[src/rtl/capture_controller.sv]
// Capture sequencer: pre-fills a ring buffer in sample RAM, arms the trigger,
// records where the trigger fired, writes the post-trigger samples and then
// reports the location of the finished capture window.
module capture_controller #(
    parameter int SAMPLE_WIDTH = 8,
    parameter int ADDR_WIDTH   = 10
) (
    input  logic                    clock,
    input  logic                    reset_n,
    input  logic                    start,
    input  logic                    abort,
    input  logic                    valid,
    input  logic [SAMPLE_WIDTH-1:0] dataIn,
    input  logic [ADDR_WIDTH:0]     pre_count,
    input  logic [ADDR_WIDTH:0]     post_count,
    input  logic                    run,
    output logic                    arm,
    output logic                    mem_we,
    output logic [ADDR_WIDTH-1:0]   mem_addr,
    output logic [SAMPLE_WIDTH-1:0] mem_wdata,
    output logic                    busy,
    output logic                    done,
    output logic [ADDR_WIDTH-1:0]   trig_addr,
    output logic [ADDR_WIDTH-1:0]   start_addr,
    output logic                    config_err
);

    typedef enum logic [2:0] {
        IDLE,
        PRE,
        ARM,
        WAIT_TRIG,
        POST,
        DONE
    } state_t;

    // Buffer depth expressed in the width of the pre+post sum.
    localparam logic [ADDR_WIDTH+1:0] DEPTH_W  = {2'b01, {ADDR_WIDTH{1'b0}}};
    localparam logic [ADDR_WIDTH-1:0] ADDR_ONE = {{(ADDR_WIDTH-1){1'b0}}, 1'b1};
    localparam logic [ADDR_WIDTH:0]   CNT_ZERO = '0;

    state_t                  state_q, state_d;
    logic [ADDR_WIDTH-1:0]   wr_ptr_q, wr_ptr_d;
    logic [ADDR_WIDTH:0]     pre_cnt_q, pre_cnt_d;
    logic [ADDR_WIDTH:0]     post_cnt_q, post_cnt_d;
    logic [ADDR_WIDTH:0]     pre_len_q, pre_len_d;
    logic [ADDR_WIDTH:0]     post_len_q, post_len_d;
    logic [ADDR_WIDTH-1:0]   trig_addr_q, trig_addr_d;
    logic [ADDR_WIDTH-1:0]   start_addr_q, start_addr_d;
    logic                    mem_we_q, mem_we_d;
    logic [ADDR_WIDTH-1:0]   mem_addr_q, mem_addr_d;
    logic [SAMPLE_WIDTH-1:0] mem_wdata_q, mem_wdata_d;
    logic                    config_err_q, config_err_d;
    logic                    wr_en;
    logic [ADDR_WIDTH+1:0]   window_len;

    // Requested window length; a window larger than the ring cannot be held.
    assign window_len = {1'b0, pre_count} + {1'b0, post_count};

    // Sequencer next-state logic plus the sample write path into the RAM.
    always_comb begin
        state_d      = state_q;
        wr_ptr_d     = wr_ptr_q;
        pre_cnt_d    = pre_cnt_q;
        post_cnt_d   = post_cnt_q;
        pre_len_d    = pre_len_q;
        post_len_d   = post_len_q;
        trig_addr_d  = trig_addr_q;
        start_addr_d = start_addr_q;
        mem_we_d     = 1'b0;
        mem_addr_d   = mem_addr_q;
        mem_wdata_d  = mem_wdata_q;
        config_err_d = 1'b0;
        wr_en        = 1'b0;

        if (abort) begin
            state_d = IDLE;
        end else begin
            case (state_q)
                IDLE, DONE: begin
                    if (start) begin
                        if (window_len > DEPTH_W) begin
                            config_err_d = 1'b1;
                            state_d      = IDLE;
                        end else begin
                            pre_len_d  = pre_count;
                            post_len_d = post_count;
                            pre_cnt_d  = CNT_ZERO;
                            state_d    = PRE;
                        end
                    end
                end
                PRE: begin
                    wr_en     = valid;
                    pre_cnt_d = pre_cnt_q + {{ADDR_WIDTH{1'b0}}, valid};
                    if (pre_cnt_d >= pre_len_q) begin
                        state_d = ARM;
                    end
                end
                ARM: begin
                    wr_en   = valid;
                    state_d = WAIT_TRIG;
                end
                WAIT_TRIG: begin
                    wr_en = valid;
                    if (run) begin
                        // The trigger judged the sample most recently written.
                        trig_addr_d = wr_ptr_q - ADDR_ONE;
                        post_cnt_d  = {{ADDR_WIDTH{1'b0}}, valid};
                        state_d     = POST;
                    end
                end
                POST: begin
                    // A sample on the run clock may already satisfy the post length.
                    wr_en      = valid && (post_cnt_q < post_len_q);
                    post_cnt_d = post_cnt_q + {{ADDR_WIDTH{1'b0}}, wr_en};
                    if (post_cnt_d >= post_len_q) begin
                        start_addr_d = trig_addr_q + ADDR_ONE - pre_len_q[ADDR_WIDTH-1:0];
                        state_d      = DONE;
                    end
                end
                default: begin
                    state_d = IDLE;
                end
            endcase
        end

        if (wr_en) begin
            mem_we_d    = 1'b1;
            mem_addr_d  = wr_ptr_q;
            mem_wdata_d = dataIn;
            wr_ptr_d    = wr_ptr_q + ADDR_ONE;
        end
    end

    // State, counters and registered RAM write port.
    always_ff @(posedge clock or negedge reset_n) begin
        if (!reset_n) begin
            state_q      <= IDLE;
            wr_ptr_q     <= '0;
            pre_cnt_q    <= '0;
            post_cnt_q   <= '0;
            pre_len_q    <= '0;
            post_len_q   <= '0;
            trig_addr_q  <= '0;
            start_addr_q <= '0;
            mem_we_q     <= 1'b0;
            mem_addr_q   <= '0;
            mem_wdata_q  <= '0;
            config_err_q <= 1'b0;
        end else begin
            state_q      <= state_d;
            wr_ptr_q     <= wr_ptr_d;
            pre_cnt_q    <= pre_cnt_d;
            post_cnt_q   <= post_cnt_d;
            pre_len_q    <= pre_len_d;
            post_len_q   <= post_len_d;
            trig_addr_q  <= trig_addr_d;
            start_addr_q <= start_addr_d;
            mem_we_q     <= mem_we_d;
            mem_addr_q   <= mem_addr_d;
            mem_wdata_q  <= mem_wdata_d;
            config_err_q <= config_err_d;
        end
    end

    assign arm        = (state_q == ARM);
    assign busy       = (state_q == PRE) || (state_q == ARM) ||
                        (state_q == WAIT_TRIG) || (state_q == POST);
    assign done       = (state_q == DONE);
    assign mem_we     = mem_we_q;
    assign mem_addr   = mem_addr_q;
    assign mem_wdata  = mem_wdata_q;
    assign trig_addr  = trig_addr_q;
    assign start_addr = start_addr_q;
    assign config_err = config_err_q;

endmodule

[config.mk]
export PLATFORM = sky130hd
export DESIGN_NAME = capture_controller
export DESIGN_NICKNAME = d
export VERILOG_FILES = /design/src/rtl/capture_controller.sv
export SDC_FILE = /design/constraint.sdc
export NUM_CORES = 1
export LEC_CHECK = 0
export ABC_AREA = 1
export ABC_CLOCK_PERIOD_IN_PS = 4500
export CAP_MARGIN = 15
export CORE_UTILIZATION = 57
export DETAILED_ROUTE_END_ITERATION = 12
export PLACE_DENSITY = 0.88
export SYNTH_ARGS = -nofsm -noshare
export SYNTH_HDL_FRONTEND = slang
export SYNTH_SLANG_ARGS = --single-unit
[constraint.sdc]
create_clock -name clock -period 4.5 [get_ports clock]
set_input_delay 0.45 -clock clock [delete_from_list [all_inputs] [get_ports clock]]
set_output_delay 0.45 -clock clock [all_outputs]
set_load 0.02 [all_outputs]
# == After elaboration in Yosys (flattened, before gate mapping) ==
# Index checks and enable logic that the tools add are counted.
# totals
inputBits,36
wordCells,71
ff_bits,97
# classes
n_addsub,7
eq_ne,12
n_lt_le_gt_ge,4
bitwise,2
reduce_logical,15
n_mux,19
# op_table
operator,count
11-bit case mux with 2 select lines,2
11-bit two-way mux,3
11-bit by 1-bit adder with 11-bit output,2
11-bit greater-or-equal comparator,2
"10-bit by 1-bit adder with 10-bit output, second input constant",2
3-bit two-way mux,5
3-bit case mux with 5 select lines,1
11-bit by 11-bit adder with 12-bit output,1
"12-bit by 11-bit greater-than comparator with 1-bit output, second input constant",1
"3-bit inequality test, second input constant",4
4-bit AND reduction,3
11-bit < comparator,1
"10-bit by 1-bit subtractor with 10-bit output, second input constant",1
10-bit subtractor,1
3-bit AND reduction,3
1-bit two-way mux,7
"3-bit by 2-bit == test with 1-bit output, second input constant",2
"3-bit == test, second input constant",2
"2-bit inequality test, second input constant",3
2-bit nonzero test,2
"3-bit by 1-bit == test with 1-bit output, second input constant",1
3-bit logical NOT,1
1-bit logical OR,3
3-bit OR reduction,1
4 further kinds,5

# == Depth between registers and ports, before layout ==
# depth
depth_word,7
mapped_depth,24
ltp_nobuf,24

# == Worst setup path after synthesis ==
# Ideal clock, no wire load.
# synth_path
path_kind,register -> register
start,register post_cnt_q[6]
end,register start_addr_q[6] (netlist: start_addr[6])
arrival_ns,3.358
path_slack_ns,1.010
synth_period_minus_slack_ns,3.490
stages_incl_launch_ff,23
cell_sequence,dfrtp_1 > ha_1 > a21oi_1 > o31ai_1 > a21oi_1 > nand2_1 > nor2_1 > ha_1 > ha_1 > nand3_1 > nor2_1 > inv_1 > o21ai_0 > inv_1 > ha_1 > nand2_1 > nor4_1 > nand3b_1 > nand3_1 > nand2_1 > buf_2 > nand2_1 > o21ai_0
# synth_between
elab_chain_cells,5
# synth_lines
item,line_no,text
from (decl),45,"logic [ADDR_WIDTH:0] post_cnt_q, post_cnt_d;"
from (signal assigned),155,post_cnt_q <= post_cnt_d;
11-bit < comparator,115,wr_en = valid && (post_cnt_q < post_len_q);
1-bit logical AND,115,
11-bit by 1-bit adder with 11-bit output *,116,"post_cnt_d = post_cnt_q + {{ADDR_WIDTH{1'b0}}, wr_en};"
11-bit greater-or-equal comparator *,117,if (post_cnt_d >= post_len_q) begin
3-bit AND reduction (no line) *,-,
to (signal assigned),159,start_addr_q <= start_addr_d;
to (decl),49,"logic [ADDR_WIDTH-1:0] start_addr_q, start_addr_d;"
# Mark *: on every way between the ends. The rest lies on a longest branch, timed or not.
# A chain may end at the register's enable or synchronous reset.

# == Worst setup path in the final report ==
# layout_path
start,register post_len_q[4]
end,register start_addr_q[8] (netlist: start_addr[8])
# layout_between
elab_chain_cells,5
# layout_lines
item,line_no,text
from (decl),47,"logic [ADDR_WIDTH:0] post_len_q, post_len_d;"
from (signal assigned),157,post_len_q <= post_len_d;
11-bit < comparator,115,
1-bit logical AND,115,
11-bit by 1-bit adder with 11-bit output,116,
11-bit greater-or-equal comparator *,117,
3-bit AND reduction (no line) *,-,
# Marked as above.

==> results.json <==
{
  "synth_compound_area_share_pct": 7.14,
  "max_cap_viol_count": 0,
  "worstPathMaxFanout": 16,
  "postSynthAreaPerCell_um2": 7.42,
  "dp.cells": 1099,
  "finalSetupTns_ps": 0,
  "synth.largest_area_cell": "dfrtp_1",
  "yosysUniqueCellTypes": 39,
  "clk_latency_ps": 350,
  "critPathSlowestCell": "dfrtp_1",
  "synthTopCellsByArea": "dfrtp_1 (36%), nand2_1 (14%), ha_1 (12%), inv_1 (6.7%), nand3_1 (6.1%)",
  "slew_headroom_pct": 36.4,
  "dp_hpwl_um": 12300,
  "final.setup_skew_ps": 8.89,
  "synthArstFlopShare_pct": 100,
  "critPathLaunch": "post_len_q[4]",
  "ctsResizeCount": 0,
  "yosys.area_share.xor_xnor_pct": 4.06,
  "clk_pin_slew_worst_paths_ps": 70,
  "clock_path_buffers": 2,
  "fmax_mhz": 248,
  "fin_nets": 1071,
  "port_buffers": 78,
  "worstReg2RegStart": "post_len_q[4]",
  "wl_per_cell_um": 14.6,
  "clock-sinks": 97,
  "fillers": 916,
  "ys.flop_type": "dfrtp_1",
  "grt_max_degree": 67,
  "fp.dieArea_um2": 12200,
  "drtAntennaViolNets": 0,
  "synthTopCellsByCount": "nand2_1 (256), inv_1 (119), dfrtp_1 (97)",
  "root_buffer": "clkbuf_16",
  "period_minus_slack_ps": 4030,
  "synth_edf_count": 0,
  "drive_gt1_share_pct": 4.22,
  "end_kind": "flop",
  "cellPowerDensity_nw_per_um2": 584,
  "critPathTopFamily": "simple AND/OR/NAND/NOR gates",
  "path_common_cell": "ha_1",
  "start_kind": "flop",
  "wl_um": 16300,
  "slew_viol_final": 0,
  "synthToLayoutAreaGrowth_pct": 16.9,
  "fp.coreArea_um2": 11400,
  "grt_pass1_vias": 5806,
  "place_congestion": 0.931,
  "die_h_um": 110,
  "synthAdderAreaFrac_pct": 12.9,
  "synthMuxAreaShare_pct": 0.336,
  "worst-path-buf-inv": 4,
  "n_antenna_cell": 0,
  "synth_top_area_share_pct": 36.3,
  "grt_remaining_overflow": 0,
  "hold_buffers": 0,
  "viasPerCell": 5.55,
  "critical_path_class": "flop to flop",
  "post-route-period-util_pct": 89.5,
  "setup_violations": 0,
  "die_w_um": 110,
  "run_status": "complete, no violations",
  "yosys.area_share.simple_pct": 30.1,
  "track_usage_pct": 28.8,
  "synth_warnings": 0,
  "path_depth": 22,
  "hold_path_class": "primary input to async pin",
  "grt_pass1_wl_um": 26900,
  "fin_hold_ws_ps": 203,
  "first_pass_iters": 6,
  "worstPathCellList": "inv_1 > ha_1 > a21oi_1 > o31ai_1 > a21oi_1 > nand2_1 > nor2_1 > ha_1 > ha_1 > nand3_1 > nor2_1 > inv_1 > o21ai_0 > inv_1 > ha_1 > nand2_1 > nor4_1 > nand3b_1 > nand3_1 > nand2_1 > buf_4 > o21ai_0",
  "initial_core_util_pct": 58.6,
  "synth_seq_cells": 97,
  "grt_antenna_before_repair": 0,
  "placementRows": 39,
  "rsz0062_at_grt": "no",
  "p_leak_nw": 4.19,
  "cts_max_level": 3,
  "worst_pin_slew_ps": 951,
  "cp.required_ps": 4770,
  "vdd_drop_max_mv": 0.396,
  "synth_seq_area_share_pct": 36.3,
  "netlist_area_um2": 6700,
  "synth_top_family_by_area": "simple AND/OR/NAND/NOR gates",
  "reg2regPathDepth": 22,
  "drc": 0,
  "power_mw": 4.57,
  "first_iter_violations": 504,
  "cpPeakStageDelay_ps": 380,
  "synth_most_common_cell": "nand2_1",
  "postCtsSetupBuffers": 0,
  "syn_nets": 1006,
  "cts_tree": "built",
  "syn_inst": 902,
  "ioPinCount": 79,
  "final_cells": 1115,
  "critical_path_arrival_ps": 4300,
  "hold_viol": 0,
  "vias": 6192,
  "numCtsBuffers": 9
}
-- sequential cells by signal, indices dropped and copies added, names as in the netlist, 10 cells and up --
| name | count |
|---|---|
| pre_len_q | 11 |
| mem_addr | 10 |
| trig_addr | 10 |
| start_addr | 10 |
| wr_ptr_q | 10 |
| pre_cnt_q | 11 |
| post_cnt_q | 11 |
| post_len_q | 11 |
-- power by group --
part	internal, mW	switching, mW	leakage, nW
sequential	1.15	0.224	1.28
combinational	0.941	1.50	2.77
clock	0.385	0.364	0.139
-- through the flow --
step / util, % / cell area, um^2 / setup slack [ps]
2_1_floorplan: - / 6700 / 1010
3_3_place_gp: 66.1 / 7540 / 754
3_5_place_dp: 66.1 / 7540 / 560
4_1_cts: 68.6 / 7830 / 503
5_1_grt: 68.6 / 7830 / 148
6_report: 68.6 / 7830 / 474
-- layout make-up --
type | instances | area [um^2] | share of cell area, %
clock buffers | 9 | 225 | 2.88
well taps | 143 | 179 | 2.29
repair buffers | 84 | 823 | 10.5
flip-flops and latches | 97 | 2430 | 31.0
clock inverters | 7 | 58.8 | 0.751
multi-input cells | 652 | 3650 | 46.7
inverters | 123 | 462 | 5.90
-- layer usage --
metal	GRT usage [%]	vias to the layer above	wire [um]
met2	47.5	192	7780
met4	11.3	0	391
li1	-	3066	-
met1	38.3	2901	7160
met5	0	-	0
met3	4.00	33	922
-- path summary, 6_finish.rpt --
path	slack (ps)	to
setup / recovery	470	start_addr[8]
hold / removal	200	start_addr[5]
setup reg to reg	470	start_addr[8]
hold reg to reg	470	post_len_q[3]
max in group asynchronous	3380	post_cnt_q[2]
min in group clock	470	post_len_q[3]
-- cell usage in the layout (no fill, tap or decap), types with 5 or more instances in the layout --
| master | synthesis | routed |
|---|---|---|
| o21ai_1 | 6 | 6 |
| dfrtp_1 | 97 | 97 |
| clkdlybuf4s50_1 | 0 | 77 |
| o22ai_1 | 6 | 6 |
| inv_1 | 119 | 119 |
| xnor2_1 | 5 | 5 |
| buf_4 | 6 | 7 |
| nand4_1 | 32 | 32 |
| clkbuf_16 | 0 | 9 |
| nand3_1 | 82 | 82 |
| a21oi_1 | 34 | 34 |
| o21ai_0 | 28 | 27 |
| nor4_1 | 5 | 5 |
| nand2_1 | 256 | 256 |
| nor3_1 | 12 | 12 |
| ha_1 | 66 | 66 |
| nor2_1 | 64 | 64 |
| xor2_1 | 26 | 26 |
-- cell families (layout without fill, tap and decap cells) --
group | Yosys count | after routing
multiplexers | 2 | 2
buffers and inverters | 153 | 223
adder cells (fa/ha/maj) | 68 | 68
AND/OR/NAND/NOR | 464 | 464
flip-flops | 97 | 97
XOR/XNOR | 31 | 31
AO/OA/AOI/OAI | 87 | 87
Power figures use the tool's default switching activity.
